$ cat src/rtl/input_debouncer.sv
// Two-flop synchroniser followed by a consecutive-sample debounce FSM.
// Produces a clean level plus one-cycle rise/fall pulses; all outputs registered.
module input_debouncer #(
    parameter int DEBOUNCE_CNT = 4,
    parameter int CNT_WIDTH    = 3
) (
    input  logic clk,
    input  logic rst,
    input  logic din,
    output logic dout,
    output logic rise,
    output logic fall,
    output logic busy
);

    typedef enum logic {
        ST_IDLE  = 1'b0,
        ST_COUNT = 1'b1
    } state_t;

    localparam logic [CNT_WIDTH-1:0] CNT_LAST = CNT_WIDTH'(DEBOUNCE_CNT - 1);
    localparam logic [CNT_WIDTH-1:0] CNT_ONE  = CNT_WIDTH'(1);
    localparam logic [CNT_WIDTH-1:0] CNT_ZERO = CNT_WIDTH'(0);

    logic                 r_sync1;
    logic                 r_sync2;
    logic [CNT_WIDTH-1:0] r_cnt;
    state_t               r_state;
    logic                 r_dout;
    logic                 r_rise;
    logic                 r_fall;
    logic                 r_busy;

    // Metastability synchroniser for the asynchronous raw input.
    always_ff @(posedge clk) begin
        if (rst) begin
            r_sync1 <= 1'b0;
            r_sync2 <= 1'b0;
        end else begin
            r_sync1 <= din;
            r_sync2 <= r_sync1;
        end
    end

    // Debounce FSM: a candidate level must persist for DEBOUNCE_CNT samples.
    always_ff @(posedge clk) begin
        if (rst) begin
            r_state <= ST_IDLE;
            r_cnt   <= CNT_ZERO;
            r_dout  <= 1'b0;
            r_rise  <= 1'b0;
            r_fall  <= 1'b0;
            r_busy  <= 1'b0;
        end else begin
            r_rise <= 1'b0;
            r_fall <= 1'b0;
            case (r_state)
                ST_IDLE: begin
                    if (r_sync2 != r_dout) begin
                        r_state <= ST_COUNT;
                        r_cnt   <= CNT_ONE;
                        r_busy  <= 1'b1;
                    end else begin
                        r_state <= ST_IDLE;
                        r_cnt   <= CNT_ZERO;
                        r_busy  <= 1'b0;
                    end
                end
                ST_COUNT: begin
                    if (r_sync2 == r_dout) begin
                        // Bounced back before qualifying: drop the candidate silently.
                        r_state <= ST_IDLE;
                        r_cnt   <= CNT_ZERO;
                        r_busy  <= 1'b0;
                    end else if (r_cnt == CNT_LAST) begin
                        r_dout  <= r_sync2;
                        r_rise  <= r_sync2;
                        r_fall  <= ~r_sync2;
                        r_state <= ST_IDLE;
                        r_cnt   <= CNT_ZERO;
                        r_busy  <= 1'b0;
                    end else begin
                        r_cnt   <= r_cnt + CNT_ONE;
                        r_state <= ST_COUNT;
                        r_busy  <= 1'b1;
                    end
                end
                default: begin
                    r_state <= ST_IDLE;
                    r_cnt   <= CNT_ZERO;
                    r_busy  <= 1'b0;
                end
            endcase
        end
    end

    assign dout = r_dout;
    assign rise = r_rise;
    assign fall = r_fall;
    assign busy = r_busy;

endmodule
$ cat config.mk
export PLATFORM = sky130hd
export DESIGN_NAME = input_debouncer
export DESIGN_NICKNAME = d
export VERILOG_FILES = /design/src/rtl/input_debouncer.sv
export SDC_FILE = /design/constraint.sdc
export NUM_CORES = 1
export LEC_CHECK = 0
export CORE_AREA = 2 2 39 41
export CTS_BUF_LIST = sky130_fd_sc_hd__clkbuf_4
export DETAILED_ROUTE_END_ITERATION = 7
export DIE_AREA = 0 0 41 43
export SLEW_MARGIN = 40
export SYNTH_ARGS = -nofsm -noshare
export SYNTH_HDL_FRONTEND = slang
export SYNTH_SLANG_ARGS = --single-unit
$ cat constraint.sdc
create_clock -name clk -period 1.43 [get_ports clk]
set_clock_uncertainty 0.05 [all_clocks]
set_input_delay 0.286 -clock clk [delete_from_list [all_inputs] [get_ports clk]]
set_output_delay 0.286 -clock clk [all_outputs]
set_load 0.05 [all_outputs]
Word level (Yosys, flattened, before mapping)
Index checks and enable logic that the tools add are counted.

storage, ports and cells
  bits in registers = 9
  input bits = 3
  word-level logic and storage cells = 25

cells by class
  muxes and demuxes = 8
  add/sub/neg operators = 1
  bitwise logic cells = 4
  equality and inequality tests = 3
  reductions and logical operators = 2

operators with widths
  kind                                                              number
  3-bit two-way mux                                                 2
  3-bit one-hot mux with 2 select lines                             1
  1-bit two-way mux                                                 4
  1-bit inverter                                                    4
  4-bit OR reduction                                                1
  3-bit by 1-bit adder with 3-bit output (second input constant)    1
  3-bit by 2-bit == test with 1-bit output (second input constant)  1
  3-bit AND reduction                                               1
  1-bit one-hot mux with 2 select lines                             1
  1-bit == test                                                     1
  1-bit inequality test                                             1

Logic depth before layout (Yosys ltp)
  depth in word-level cells = 4
  gate-level depth with buffers = 4

Least setup slack after synthesis
Ideal clock, no wire load.

  path type = reg-to-reg
  from = reg r_dout (netlist: dout)
  to = reg r_cnt[1]
  cell stages (with the launch flop) = 3
  slack = 0.166 ns
  arrival = 1.126 ns
  library setup time = 0.087 ns
  period minus slack after synthesis = 1.264 ns
  data required time = 1.293 ns
  buffers on the path = 0
  cells stage by stage = dfxtp_1 -> xnor2_1 -> nor4b_2

on the way
  longest elaborated chain between the ends = 3

ends and longest elaborated chain
  element                                RTL line  RTL
  start, declared                        29        logic r_dout;
  start signal, assigned                 76        r_dout <= r_sync2;
  1-bit == test                          70        if (r_sync2 == r_dout) begin
  3-bit two-way mux                      70
  3-bit one-hot mux with 2 select lines  57        case (r_state)
  end signal, assigned                   83        r_cnt <= r_cnt + CNT_ONE;
  end, declared                          27        logic [CNT_WIDTH-1:0] r_cnt;

No other way between the ends.
A chain may end at the register's enable or synchronous reset.

Final worst setup path
  from = reg r_cnt[0]
  to = reg r_cnt[1]

on the way
  longest elaborated chain between the ends = 4
  elaborated cells on any way between the ends = 5
  those cells by class = add/sub (1); eq/ne (1); mux (3)

ends and longest elaborated chain
  element                                                                                                    RTL line  RTL
  3-bit by 1-bit adder with 3-bit output / 3-bit by 2-bit == test with 1-bit output (equally long branches)  83, 75
  3-bit two-way mux *                                                                                        75        end else if (r_cnt == CNT_LAST) begin
  3-bit two-way mux *                                                                                        70
  3-bit one-hot mux with 2 select lines *                                                                    57

Every way passes the cells marked *; elsewhere a longest branch is shown, timed or not.

==> flow_summary.ini <==
[timing]
max_freq_mhz = 795
finalHoldViolations = 0
tightest_slew_ns = 0.391
rsz0062_at_grt = no
slew-limit-headroom_pct = 73.8
maxSlewViolCount = 0
fin_setup_tns_ns = 0
finalCritPeriodShare_pct = 88.0
period_needed_ns = 1.26
setup_viol = 0

[global_route]
antenna_found_initial = 0
grt_pass1_vias = 203
grt_use_total_pct = 8.17
grt_overflow = 0
grt_start_max_net_pins = 10
grt_pass1_wl_um = 862

[cts]
clkSinkCount = 9
cts_made_buffers = 3
insertion_delay_ns = 0.25
tritoncts = done
cts.hold.buffers_added = 0
clkSlewWorstSetupHoldPaths_ns = 0.06
post_cts_buffers = 0
post_cts_resized = 0
cts.path.max_buffers = 2
cts_root_buf = clkbuf_4
cts.htree.levels = 1

[layout]
finalNonFillerCells = 53
area_growth_pct = 45.3
drive_gt1_share_pct = 27.0
fillers = 140
nets = 43
diodes = 0
seqCellArea_um2 = 180
multi_input_area_um2 = 135
post-route-util_pct = 33.9

[detailed_routing]
ant_nets = 0
drc = 0
drtIter0Drc = 1
wl_um = 449
first_pass_iters = 2
wl_met2_um = 192
m1WireLength_um = 218
via_count = 221
wl_met3_um = 17
avgViaCountPerCell = 4.17
highest_layer = met4
wl_per_cell_um = 8.47

[yosys]
ys_ff_latch = 9
synth_cells = 28
ys_seq_area_share_pct = 55.8
synth.most_common_cell = dfxtp_1
synth_enable_flop_cells = 0
synthTopCellsByArea = dfxtp_1 (56%), ha_1 (7.8%), nor4b_1 (5.4%), nor4b_2 (4.7%), nor2b_1 (3.9%)
synth_warnings = 0
synth_flop_cell = dfxtp_1
synth_async_sr_flop_share_pct = 0
syn_nets = 33
yosysTopAreaCell = dfxtp_1
ys_top_cells_by_count = dfxtp_1 (9), ha_1 (2), nor2b_1 (2), nor4b_1 (2)
ys_types = 17
synth_area_um2 = 323
synth_top_area_share_pct = 55.8
avgSynthCellArea_um2 = 11.5

[floorplanning]
rows = 14
die_area_um2 = 1760
start_util_pct = 23.3
pin_count = 7
die_x_um = 41
core-area_um2 = 1380
die_h_um = 43

[place]
dp_hpwl_um = 334
place_inst = 49
io_buffers = 6
gp_congestion = 0.720

[worst_setup_path]
crit_required_ns = 1.55
end_kind = flip-flop
cp_slowest_cell = dfxtp_1
crit_family = adder cells
worstSetupPathType = flip-flop to flip-flop
crit_path_max_fanout = 5
max_stage_delay_ns = 0.32
cp_num_buf_inv = 0
path_cells = ha_1, ha_1, nand2b_1, nor4b_2
critPathMostFrequentCell = ha_1
cp-start-kind = flip-flop
worstPathArrival_ns = 1.38

[outcome]
status = completed

[power]
p_leak_uw = 0.000167
ir_drop_mv = 0.436
totalPowerFinal_uw = 489
power_density_nw_per_um2 = 1040

[run]
cap_violations = 0

[min_path]
min_path_type = flip-flop to flip-flop
[worst reg2reg max path, delay by kind of cell (launching register included)]
| family | cells | cell delay, ns |
|---|---|---|
| adder cells (fa/ha/maj) | 2 | 0.42 |
| AND/OR/NAND/NOR | 2 | 0.39 |
| flip-flops | 1 | 0.32 |
[layout by cell type (no fill, tap or decap), drive strengths merged]
master         synthesis  layout
nor3                   1       1
nor3b                  1       1
xnor2                  1       1
ha                     2       2
nand3                  1       1
inv                    1       1
nor4                   1       1
a21bo                  1       1
nor2b                  2       2
a21oi                  1       1
nand2                  1       1
clkdlybuf4s50          0       2
dfxtp                  9       9
nor4b                  3       3
clkbuf                 1       4
buf                    0       4
o21a                   1       1
nand2b                 1       1
[area by class of cell]
| class | instances | area share (%) |
|---|---|---|
| clock buffers | 4 | 6.40 |
| flip-flops and latches | 9 | 38.4 |
| multi-input cells | 17 | 28.8 |
| well taps | 16 | 4.27 |
| repair buffers | 6 | 21.3 |
| inverters | 1 | 0.800 |
[sequential cells by signal, indices dropped and copies added (netlist names)]
name and count:
busy 1, rise 1, dout 1, r_sync1 1
fall 1, r_sync2 1, r_cnt 3
[metrics by stage]
step           cell area (um^2)  hold slack, ns  setup slack (ns)
2_1_floorplan               323           0.364             0.167
3_3_place_gp                439           0.371            0.0894
3_5_place_dp                439           0.378            0.0979
4_1_cts                     469           0.392             0.168
5_1_grt                     469           0.426            0.0666
6_report                    469           0.384             0.172
[power by group]
| part | internal [uW] | total (uW) | switching, uW |
|---|---|---|---|
| Clock | 126 | 210 | 83.8 |
| Combinational | 11.1 | 20.5 | 9.39 |
| Sequential | 255 | 258 | 3.40 |
| Total | 392 | 489 | 96.6 |
[per-layer routing]
layer,up-vias,track usage [%]
met2,7,9.38
met4,0,12.0
met1,96,8.79
met3,2,3.14
li1,116,-
met5,-,0
[path summary, 6_finish.rpt]
path,startpoint,endpoint,slack [ns],cells after the start
setup / recovery,r_cnt[0]$_SDFF_PP0_,r_cnt[1]$_SDFF_PP0_,0.17,4
hold / removal,r_sync1$_SDFF_PP0_,r_sync2$_SDFF_PP0_,0.38,1
setup reg to reg,r_cnt[0]$_SDFF_PP0_,r_cnt[1]$_SDFF_PP0_,0.17,4
hold reg to reg,r_sync1$_SDFF_PP0_,r_sync2$_SDFF_PP0_,0.38,1
[kinds of logic (layout without fill, tap and decap cells)]
group	Yosys count	after routing	share of synthesized area (%)
AO/OA/AOI/OAI	3	3	6.98
XOR/XNOR	1	1	2.71
adder cells (fa/ha/maj)	2	2	7.75
buffers and inverters	2	11	2.32
flip-flops	9	9	55.8
AND/OR/NAND/NOR	11	11	24.4
(Power assumes the default switching activity.)
